### src/rtl/bcd_pkg.sv
// Shared types and constants for the shared binary-to-BCD converter.
package bcd_pkg;

  localparam int unsigned NIBBLE_W    = 4;
  localparam int unsigned ADD3_THRESH = 5;
  localparam int unsigned ADD3_VAL    = 3;

  typedef enum logic [1:0] {
    S_IDLE,
    S_SHIFT,
    S_DONE
  } state_e;

  // Smallest digit count whose decimal range covers every bin_w-bit value.
  function automatic int unsigned min_digits(input int unsigned bin_w);
    longint unsigned max_val;
    longint unsigned lim;
    int unsigned     d;
    max_val = (64'd1 << bin_w) - 64'd1;
    lim     = 64'd1;
    d       = 0;
    while (lim <= max_val) begin
      lim = lim * 64'd10;
      d   = d + 1;
    end
    return d;
  endfunction

endpackage

### src/rtl/bcd_dabble_step.sv
// One double-dabble step: add 3 to every BCD nibble >= 5, then shift left by one.
module bcd_dabble_step
  import bcd_pkg::*;
#(
  parameter int unsigned BIN_W  = 16,
  parameter int unsigned DIGITS = 5
) (
  input  logic [DIGITS*NIBBLE_W+BIN_W-1:0] sr_i,
  output logic [DIGITS*NIBBLE_W+BIN_W-1:0] sr_o
);

  localparam int unsigned SR_W = DIGITS * NIBBLE_W + BIN_W;

  logic [SR_W-1:0]     adj;
  logic [NIBBLE_W-1:0] nib;

  // Per-digit correction (nibble-local, no carry), followed by the shift.
  always_comb begin
    adj = sr_i;
    nib = '0;
    for (int unsigned d = 0; d < DIGITS; d++) begin
      nib = sr_i[BIN_W + d*NIBBLE_W +: NIBBLE_W];
      if (nib >= NIBBLE_W'(ADD3_THRESH)) begin
        adj[BIN_W + d*NIBBLE_W +: NIBBLE_W] = nib + NIBBLE_W'(ADD3_VAL);
      end
    end
    sr_o = adj << 1;
  end

endmodule

### src/rtl/bcd_conv_sched.sv
// Round-robin scheduler sharing one iterative double-dabble engine among NREQ requesters.
module bcd_conv_sched
  import bcd_pkg::*;
#(
  parameter int unsigned NREQ   = 4,
  parameter int unsigned BIN_W  = 16,
  parameter int unsigned DIGITS = 5
) (
  input  logic                        clk,
  input  logic                        rst,
  input  logic [NREQ-1:0]             req_valid,
  input  logic [NREQ*BIN_W-1:0]       req_data,
  output logic [NREQ-1:0]             req_ready,
  output logic                        rsp_valid,
  input  logic                        rsp_ready,
  output logic [DIGITS*NIBBLE_W-1:0]  rsp_bcd,
  output logic [$clog2(NREQ)-1:0]     rsp_id,
  output logic                        busy
);

  localparam int unsigned ID_W  = $clog2(NREQ);
  localparam int unsigned BCD_W = DIGITS * NIBBLE_W;
  localparam int unsigned SR_W  = BCD_W + BIN_W;
  localparam int unsigned CNT_W = (BIN_W > 1) ? $clog2(BIN_W) : 1;

  if (DIGITS < min_digits(BIN_W)) begin : g_digits_chk
    $error("bcd_conv_sched: DIGITS too small to hold every BIN_W-bit value");
  end
  if (NREQ < 2 || NREQ > 8) begin : g_nreq_chk
    $error("bcd_conv_sched: NREQ must be in 2..8");
  end

  state_e            state_q, state_d;
  logic [ID_W-1:0]   rr_ptr_q, rr_ptr_d;
  logic [CNT_W-1:0]  cnt_q, cnt_d;
  logic [SR_W-1:0]   sr_q, sr_d;
  logic              rsp_valid_q, rsp_valid_d;
  logic [BCD_W-1:0]  rsp_bcd_q, rsp_bcd_d;
  logic [ID_W-1:0]   rsp_id_q, rsp_id_d;
  logic              busy_q, busy_d;

  logic [SR_W-1:0]   step_out;
  logic [NREQ-1:0]   grant_c;
  logic [ID_W-1:0]   gidx_c;
  logic [BIN_W-1:0]  gdata_c;
  logic              found;
  logic [ID_W-1:0]   idx;

  bcd_dabble_step #(
    .BIN_W  (BIN_W),
    .DIGITS (DIGITS)
  ) u_step (
    .sr_i (sr_q),
    .sr_o (step_out)
  );

  // Rotating-priority pick: first valid requester at or above rr_ptr, with wrap.
  always_comb begin
    grant_c = '0;
    gidx_c  = '0;
    found   = 1'b0;
    idx     = '0;
    for (int unsigned k = 0; k < NREQ; k++) begin
      idx = ID_W'((32'(rr_ptr_q) + k) % NREQ);
      if (!found && req_valid[idx]) begin
        found       = 1'b1;
        grant_c[idx] = 1'b1;
        gidx_c      = idx;
      end
    end
  end

  // Data word of the granted requester (grant is one-hot or zero).
  always_comb begin
    gdata_c = '0;
    for (int unsigned i = 0; i < NREQ; i++) begin
      if (grant_c[i]) gdata_c = req_data[i*BIN_W +: BIN_W];
    end
  end

  assign req_ready = (state_q == S_IDLE && !rst) ? grant_c : '0;

  // Next-state and datapath updates for IDLE -> SHIFT -> DONE.
  always_comb begin
    state_d     = state_q;
    rr_ptr_d    = rr_ptr_q;
    cnt_d       = cnt_q;
    sr_d        = sr_q;
    rsp_valid_d = rsp_valid_q;
    rsp_bcd_d   = rsp_bcd_q;
    rsp_id_d    = rsp_id_q;
    case (state_q)
      S_IDLE: begin
        if (|(req_valid & req_ready)) begin
          sr_d     = {{BCD_W{1'b0}}, gdata_c};
          rsp_id_d = gidx_c;
          rr_ptr_d = (32'(gidx_c) == NREQ - 1) ? '0 : gidx_c + ID_W'(1);
          cnt_d    = '0;
          state_d  = S_SHIFT;
        end
      end
      S_SHIFT: begin
        sr_d  = step_out;
        cnt_d = cnt_q + CNT_W'(1);
        if (cnt_q == CNT_W'(BIN_W - 1)) begin
          rsp_bcd_d   = step_out[SR_W-1 -: BCD_W];
          rsp_valid_d = 1'b1;
          state_d     = S_DONE;
        end
      end
      S_DONE: begin
        if (rsp_ready) begin
          rsp_valid_d = 1'b0;
          state_d     = S_IDLE;
        end
      end
      default: state_d = S_IDLE;
    endcase
    busy_d = (state_d != S_IDLE);
  end

  // State and output registers; reset abandons any conversion in flight.
  always_ff @(posedge clk) begin
    if (rst) begin
      state_q     <= S_IDLE;
      rr_ptr_q    <= '0;
      cnt_q       <= '0;
      sr_q        <= '0;
      rsp_valid_q <= 1'b0;
      rsp_bcd_q   <= '0;
      rsp_id_q    <= '0;
      busy_q      <= 1'b0;
    end else begin
      state_q     <= state_d;
      rr_ptr_q    <= rr_ptr_d;
      cnt_q       <= cnt_d;
      sr_q        <= sr_d;
      rsp_valid_q <= rsp_valid_d;
      rsp_bcd_q   <= rsp_bcd_d;
      rsp_id_q    <= rsp_id_d;
      busy_q      <= busy_d;
    end
  end

  assign rsp_valid = rsp_valid_q;
  assign rsp_bcd   = rsp_bcd_q;
  assign rsp_id    = rsp_id_q;
  assign busy      = busy_q;

endmodule

### config.mk
export PLATFORM = sky130hd
export DESIGN_NAME = bcd_conv_sched
export DESIGN_NICKNAME = d
export VERILOG_FILES = /design/src/rtl/bcd_pkg.sv /design/src/rtl/bcd_dabble_step.sv /design/src/rtl/bcd_conv_sched.sv
export SDC_FILE = /design/constraint.sdc
export NUM_CORES = 1
export LEC_CHECK = 0
export CORE_ASPECT_RATIO = 1.75
export CORE_MARGIN = 5
export CORE_UTILIZATION = 45
export CTS_CLUSTER_SIZE = 25
export DETAILED_ROUTE_END_ITERATION = 10
export HOLD_SLACK_MARGIN = 0.1
export PLACE_DENSITY = 0.73
export SETUP_SLACK_MARGIN = 0.02
export SYNTH_ARGS = -nofsm -noshare
export SYNTH_HDL_FRONTEND = slang
export SYNTH_SLANG_ARGS = --single-unit
### constraint.sdc
create_clock -name clk -period 7.5 [get_ports clk]
set_input_delay 1.5 -clock clk [delete_from_list [all_inputs] [get_ports clk]]
set_output_delay 1.5 -clock clk [all_outputs]
set_load 0.05 [all_outputs]
**Yosys cells after proc, flatten, opt, wreduce, memory -nomap -nowiden**

Cells that the tools add are included.

- Word-level logic and storage cells: 112
- Output and inout port bits: 28
- Flip-flop bits (word level): 68
- Input port bits: 71

- Mux-type cells: 49
- Bitwise gates (word level): 4
- Add/subtract/negate cells: 10
- Reduce and logical (&&, ||, !) cells: 21
- Equality and inequality tests: 7
- Magnitude comparators: 13

Operator list:

| kind | number |
|---|---|
| one-hot mux 36 bit (2 select lines) | 1 |
| two-way mux 16 bit | 4 |
| two-way mux 4 bit | 10 |
| two-way mux 36 bit | 1 |
| greater-or-equal comparator 4 x 3 -> 1 bit, second input constant | 5 |
| adder 4 x 2 -> 4 bit, second input constant | 4 |
| two-way mux 2 bit | 8 |
| two-way mux 1 bit | 13 |
| less-than comparator 2 x 3 -> 1 bit, second input constant | 4 |
| bitwise OR 4 bit | 3 |
| binary-select mux 1 bit (select 2 bit) | 4 |
| demux 1 bit (select 2 bit) | 4 |
| greater-or-equal comparator 2 x 1 -> 1 bit, second input constant | 4 |
| logical AND 1 bit | 8 |
| one-hot mux 4 bit (2 select lines) | 1 |
| one-hot mux 2 bit (3 select lines) | 1 |
| AND reduction 2 bit | 3 |
| nonzero test 2 bit | 3 |
| adder 2 x 1 -> 2 bit, second input constant | 2 |
| adder 2 bit, second input constant | 2 |
| adder 4 x 1 -> 4 bit, second input constant | 1 |
| bitwise AND 4 bit | 1 |
| equality test 2 bit, second input constant | 2 |
| equality test 4 bit, second input constant | 1 |
| 10 further kinds | 14 |

**Longest topological paths before layout**

Gate-level depths: netlist of the first run.

- Depth in word-level cells: 18
- Gate-level depth with buffers: 13
- Gate-level depth less buffers: 9

**Cells and area by module**

Synthesis of the first run repeated with hierarchy kept, for this count alone.

- Cell total of the unflattened synthesis: 587
- Area total of the unflattened synthesis: 4,824.6 um^2

By module, submodules not included:

| module | times used | cells an instance | area an instance (um^2) | seq. area each (um^2) |
|---|---|---|---|---|
| bcd_conv_sched | 1 | 493 | 4,206.5 | 1,361.3 |
| bcd_dabble_step | 1 | 94 | 618.1 | 0.0 |

**Worst setup path after synthesis of the first run**

Ideal clock, no wire load.

- Kind: input to output
- Start: input port req_valid[0]
- End: output port req_ready[0]
- Buffers on the path: 1
- Data arrival time: 3.819 ns
- Cell stages on the path: 5
- Setup slack: 2.181 ns
- Data required time: 6.000 ns
- Cells stage by stage: buf_6 or3b_1 a2111o_1 a21o_1 a21boi_0

- Word-level cells in the longest chain between the ends: 13

Ends and longest elaborated chain:

| element | RTL line | text |
|---|---|---|
| start, declared | bcd_conv_sched.sv:11 | `input logic [NREQ-1:0] req_valid,` |
| binary-select mux 1 bit (select 2 bit) | bcd_conv_sched.sv:65 | `if (!found && req_valid[idx]) begin` |
| two-way mux 1 bit (not written as such) | bcd_conv_sched.sv:65 |  |
| two-way mux 1 bit | bcd_conv_sched.sv:65 |  |
| logical NOT 1 bit | bcd_conv_sched.sv:65 |  |
| logical AND 1 bit | bcd_conv_sched.sv:65 |  |
| two-way mux 1 bit | bcd_conv_sched.sv:65 |  |
| logical NOT 1 bit | bcd_conv_sched.sv:65 |  |
| logical AND 1 bit | bcd_conv_sched.sv:65 |  |
| two-way mux 1 bit | bcd_conv_sched.sv:65 |  |
| logical NOT 1 bit | bcd_conv_sched.sv:65 |  |
| logical AND 1 bit | bcd_conv_sched.sv:65 |  |
| two-way mux 4 bit * | bcd_conv_sched.sv:65 |  |
| two-way mux 4 bit * | bcd_conv_sched.sv:81 | `assign req_ready = (state_q == S_IDLE && !rst) ? grant_c : '0;` |
| end, declared | bcd_conv_sched.sv:13 | `output logic [NREQ-1:0] req_ready,` |

Every way passes the cells marked *; elsewhere a longest branch is shown, timed or not. The select of a mux whose other input is x is not followed.

**Worst setup path after layout of the first run**

- Start: input port req_valid[0]
- End: output port req_ready[1]

The elaborated chain is that of the path after synthesis.

==> metrics.md, run 1 <==
| Metric | Value |
|---|---|
| Peak supply drop | 0.449 mV |
| CP Capture Type | output port |
| Max Root-Sink Buffers | 2 |
| Core box area | 9410 µm² |
| Syn_nets | 625 |
| Setup crit start kind | primary input |
| Slew @ Worst Pin | 1.06 ns |
| Rel. slew slack | 0.294 |
| Synthesis Warnings | 0 |
| Via-to-Cell Ratio | 5.65 |
| Largest net degree at the start of global routing | 71 |
| Layout Area Growth over Synthesis | 31.8% |
| Initial antenna violation count | 0 |
| Most frequent CP cell | clkdlybuf4s50_1 |
| First-pass GRT wire length | 19000 µm |
| H-Tree Level Count | 3 |
| Die Footprint | 11700 µm² |
| Total negative slack | 0 ns |
| Tightest Hold Check Type | register to register |
| HPWL Detailed | 8260 µm |
| Crit. Startpoint | req_valid[0] |
| Number of cells on the worst reg-to-reg path | 9 |
| Die width | 83.9 µm |
| Fill cells | 871 |
| Share of layout cells above drive strength 1 | 0.0697 |
| Drt wl/cell | 15.6 µm |
| Max incr delay on CP | 0.80 ns |
| RD Place Congestion | 0.862 |
| CP required | 6.00 ns |
| Grt total ovfl | 0 |
| MaxCap Viol Count | 0 |
| F_max | 0.154 GHz |
| Ant diodes | 0 |
| Most frequent cells in the layout | clkdlybuf4s50_1 (97), dfxtp_1 (68), a21oi_1 (64) |
| Final setup violating endpoints | 0 |
| Clock Sinks | 68 |
| Clock share of power | 0.277 |
| Crit path max fanout | 17 |
| Final min period | 6.51 ns |
| Power Internal | 0.00120 W |
| Worst Skew | 0.00411 ns |
| WS Path Type | primary input to output port |
| Number of global-route vias before repair | 4067 |
| Slowest-stage cell, CP | clkdlybuf4s50_1 |
| Synth Cell Area | 4300 µm² |
| CTS Root Cell | clkbuf_16 |
| WL final | 11500 µm |
| Combinational fraction of design power | 0.495 |
| CTS Hold Bufs | 0 |
| RSZ-0062 raised after global routing | false |
| PD cells | 357 nW/µm² |
| Port buffer count | 98 |
| Overall power | 0.00202 W |
| Post-synth EDFFs | 0 |
| Flops & latches, synth | 68 |
| CTS tree | built |
| Reg clk slew, reported paths | 0.05 ns |
| Sequential power share | 0.228 |
| Main synth FF type | dfxtp_1 |
| Mapped Cells | 537 |
| Post-DRT Antenna Nets | 0 |
| GR Util All Layers | 0.198 |
| Switching portion of total power | 0.407 |
| Final Hold Vio Count | 0 |
| Final nets | 700 |
| CTS buffer count | 9 |
| Vias | 4173 |
| P_sw | 0.000823 W |
| DRC | 0 |
| Hold path start | rsp_bcd[5] |
| Leakage | 2.01 nW |
| Status | finished clean |
| Resized cells post-CTS | 0 |
| Critical Path AT | 5.01 ns |
| Final period util | 0.868 |
| Avg Cell Area, Syn | 8.00 µm² |
| DRT Pass-1 Iters | 4 |
| WHS Path Cells | 2 |
| Final Slew Violations | 0 |
| Row cnt | 47 |
| Num ports | 99 |
| Starting DRT DRC Count | 290 |
| Commonest non-fill, non-tap cell in the layout | clkdlybuf4s50_1 |
| Postcts setup bufs | 0 |
| Starting Density | 0.457 |
| Clock Latency Late Sink | 0.34 ns |
| FFs w/ async S/R, synth | 0 |
| Post-synth cell types | 58 |
| Crit path cell chain | clkdlybuf4s50_1 > or3b_1 > a2111o_1 > a21oi_1 > or2_1 > and2_1 > clkdlybuf4s50_1 |
| Seq/Total Area, Yosys | 0.317 |
| Die Span Y | 139 µm |
## through the flow
stage,hold slack [ns],setup WS [ns],instance area (µm²),std cells,util
2_1_floorplan,0.445,2.18,4300,537,-
3_5_place_dp,0.451,1.01,5270,723,0.560
3_3_place_gp,0.446,1.08,5270,723,0.560
4_1_cts,0.458,0.996,5660,739,0.602
6_report,0.453,0.992,5660,739,0.602
5_1_grt,0.477,0.784,5660,739,0.602
## per-layer routing
metal / global-route usage / up-vias / part of all wire
li1: - / 2101 / -
met1: 0.224 / 1943 / 0.40
met2: 0.354 / 107 / 0.54
met3: 0.0414 / 22 / 0.040
met4: 0.0881 / 0 / 0.028
met5: 0 / - / 0
## registers in the layout (all words and copies together), names as in the netlist, named ones only
signal / cells
rsp_id: 2
cnt_q: 4
busy: 1
state_q: 2
sr_q: 36
rsp_bcd: 20
rr_ptr_q: 1
rsp_valid: 1
## synth_stat cells, types with 3 or more instances
cell type,number,area share
buf_4,5,0.0087
o31ai_1,16,0.028
and2_1,5,0.0073
clkbuf_1,22,0.019
a22o_1,30,0.061
xnor2_1,5,0.010
inv_1,18,0.016
o21ai_0,9,0.010
or3_1,11,0.016
ha_1,17,0.050
buf_6,5,0.013
o211ai_1,3,0.0052
nand2_1,63,0.055
dfxtp_1,68,0.32
a211oi_1,11,0.019
nor2_1,55,0.048
mux2i_1,8,0.019
nand3_1,8,0.0093
nor2b_1,3,0.0044
mux4_2,3,0.016
a311oi_1,6,0.012
or3b_1,8,0.016
buf_2,7,0.0082
nand2b_1,12,0.017
a21oi_1,64,0.075
or3b_2,3,0.0061
o22a_1,4,0.0082
a31oi_1,22,0.032
nor3b_1,10,0.017
## power groups by stage
stage / Clock (W) / Sequential (W) / Combinational (W)
2_1_floorplan: 0 / 0.000471 / 0.000807
3_3_place_gp: 0 / 0.000466 / 0.000987
3_5_place_dp: 0 / 0.000468 / 0.00100
4_1_cts: 0.000569 / 0.000461 / 0.00100
5_1_grt: 0.000587 / 0.000470 / 0.00111
6_report: 0.000559 / 0.000462 / 0.00100
## path summary, 6_finish.rpt
path | end | slack (ns)
max | req_ready[1] | 0.99
min | rsp_bcd[5] | 0.45
max reg2reg | cnt_q[3] | 2.51
min reg2reg | rsp_bcd[5] | 0.45
## cell type report
type / instances / area (µm²) / share of cell area
Inverter: 19 / 71.3 / 0.0126
Timing Repair Buffer: 105 / 1030 / 0.182
Sequential cell: 68 / 1360 / 0.240
Multi-Input combinational cell: 409 / 2650 / 0.468
Tap cell: 122 / 153 / 0.0270
Clock inverter: 6 / 159 / 0.0281
Clock buffer: 10 / 239 / 0.0422
## critical path, delay by kind of cell
family	cells	cell delay (ns)
compound gates	2	0.89
simple gates	3	1.18
buf+inv	2	1.42
## cell families (layout without fill, tap and decap cells)
family / after synthesis / in the layout / share of synthesized area
XOR/XNOR: 6 / 6 / 0.0122
buffers and inverters: 60 / 140 / 0.0676
AO/OA/AOI/OAI: 184 / 184 / 0.297
flip-flops: 68 / 68 / 0.317
multiplexers: 13 / 13 / 0.0396
AND/OR/NAND/NOR: 189 / 189 / 0.217
adder cells (fa/ha/maj): 17 / 17 / 0.0495
Power figures use the tool's default switching activity.
==> inputs of run 2 (changes only) <==
SLEW_MARGIN = 20   (was unset)
==> metrics.md, run 2 (same netlist as run 1, synthesis figures left out) <==
| Metric | Value |
|---|---|
| Status | finished clean |
| Overall power | 0.00203 W |
| Hold path start | rsp_bcd[5] |
| Initial antenna violation count | 0 |
| CP Capture Type | output port |
| Starting DRT DRC Count | 284 |
| Share of layout cells above drive strength 1 | 0.0697 |
| Reg-to-Reg End | cnt_q[3] |
| H-Tree Level Count | 3 |
| Number of global-route vias before repair | 4067 |
| Layout Area Growth over Synthesis | 32.0% |
| Post-route cell area | 5670 µm² |
| CTS tree | built |
| Commonest non-fill, non-tap cell in the layout | clkdlybuf4s50_1 |
| Final min period | 6.51 ns |
| Final Util | 0.603 |
| Setup crit start kind | primary input |
| First-pass GRT wire length | 19000 µm |
| HPWL Detailed | 8260 µm |
| Grt total ovfl | 0 |
| Resized cells post-CTS | 0 |
| Num ports | 99 |
| Tightest Hold Check Type | register to register |
| Worst Skew | 0.00442 ns |
| Clock Sinks | 68 |
| Crit path max fanout | 17 |
| Number of cells on the worst reg-to-reg path | 9 |
| Final period util | 0.868 |
| CTS Hold Bufs | 0 |
| Rel. slew slack | 0.472 |
| Final Hold Vio Count | 0 |
| Drt wl/cell | 15.6 µm |
| GR Util All Layers | 0.198 |
| Max Root-Sink Buffers | 2 |
| Postcts setup bufs | 0 |
| Via-to-Cell Ratio | 5.64 |
| Multi-input logic area | 2660 µm² |
| Slew @ Worst Pin | 0.789 ns |
| Seq. cell area | 1360 µm² |
| Starting Density | 0.457 |
| Die width | 83.9 µm |
| CTS Root Cell | clkbuf_16 |
| Reg clk slew, reported paths | 0.05 ns |
| Final Slew Violations | 0 |
| Vias | 4168 |
| WHS Path Cells | 2 |
| Core box area | 9410 µm² |
| Clock Latency Late Sink | 0.34 ns |
| Port buffer count | 98 |
| DRT Pass-1 Iters | 5 |
| CP required | 6.00 ns |
| Row cnt | 47 |
| Largest Register | sr_q |
| R2r setup slk | 2.88 ns |
| Largest net degree at the start of global routing | 71 |
| RD Place Congestion | 0.862 |
| Hold_ws | 0.453 ns |
| Total negative slack | 0 ns |
| Die Span Y | 139 µm |
| Peak supply drop | 0.438 mV |
| Die Footprint | 11700 µm² |
| Fill cells | 869 |
| WS Path Type | primary input to output port |
| Most frequent cells in the layout | clkdlybuf4s50_1 (97), dfxtp_1 (68), a21oi_1 (64) |
| MaxCap Viol Count | 0 |
| PD cells | 358 nW/µm² |
| DRC | 0 |
| WL final | 11500 µm |
| Crit. Startpoint | req_valid[0] |
| Area after DPL | 5270 µm² |
| Post-DRT Antenna Nets | 0 |
| RSZ-0062 raised after global routing | false |
| F_max | 0.154 GHz |
| Final setup violating endpoints | 0 |
| Min-Delay Endpoint | rsp_bcd[5] |
| CTS buffer count | 9 |
| Critical Path AT | 5.01 ns |
| Ant diodes | 0 |
| Leakage | 2.02 nW |
| Max reg flops | 36 |
| Final nets | 700 |
[run 2: layer usage]
metal | track usage | vias up | part of all wire
met3 | 0.0414 | 24 | 0.042
met4 | 0.0881 | 0 | 0.030
met1 | 0.224 | 1936 | 0.39
met5 | 0 | - | 0
li1 | - | 2099 | -
met2 | 0.354 | 109 | 0.54
[run 2: how the worst max path moves through the flow]
stage	depth (start not counted)	endpoint	slack, ns
6_report	7	req_ready[1]	0.99
5_1_grt	7	req_ready[1]	0.78
4_1_cts	7	req_ready[1]	1.0
3_5_place_dp	7	req_ready[1]	1.01
3_3_place_gp	7	req_ready[1]	1.08
2_1_floorplan	5	req_ready[0]	2.18
[run 2: critical path, stage by stage]
cell,delay (ns)
clkdlybuf4s50_1,0.62
or3b_1,0.45
a2111o_1,0.53
a21oi_1,0.37
or2_1,0.53
and2_1,0.21
clkdlybuf4s50_1,0.80
[run 2: per-stage QoR]
step / setup WS (ns) / std cells
after CTS: 0.996 / 739
after floorplan: 2.18 / 537
final: 0.991 / 739
after detailed placement: 1.01 / 723
after global placement: 1.08 / 723
after global routing: 0.784 / 739
[run 2: power breakdown]
part,leakage (nW),internal (W),switching (W)
combinational,1.27,0.000390,0.000616
clock,0.193,0.000401,0.000159
sequential,0.552,0.000410,0.0000525
[run 2: layout make-up]
cell class / instances / area share
clock inverter: 6 / 0.0280
tap: 122 / 0.0269
multi-input combinational: 409 / 0.469
sequential: 68 / 0.240
timing repair buffer: 105 / 0.181
clock buffer: 10 / 0.0421
inverter: 19 / 0.0126
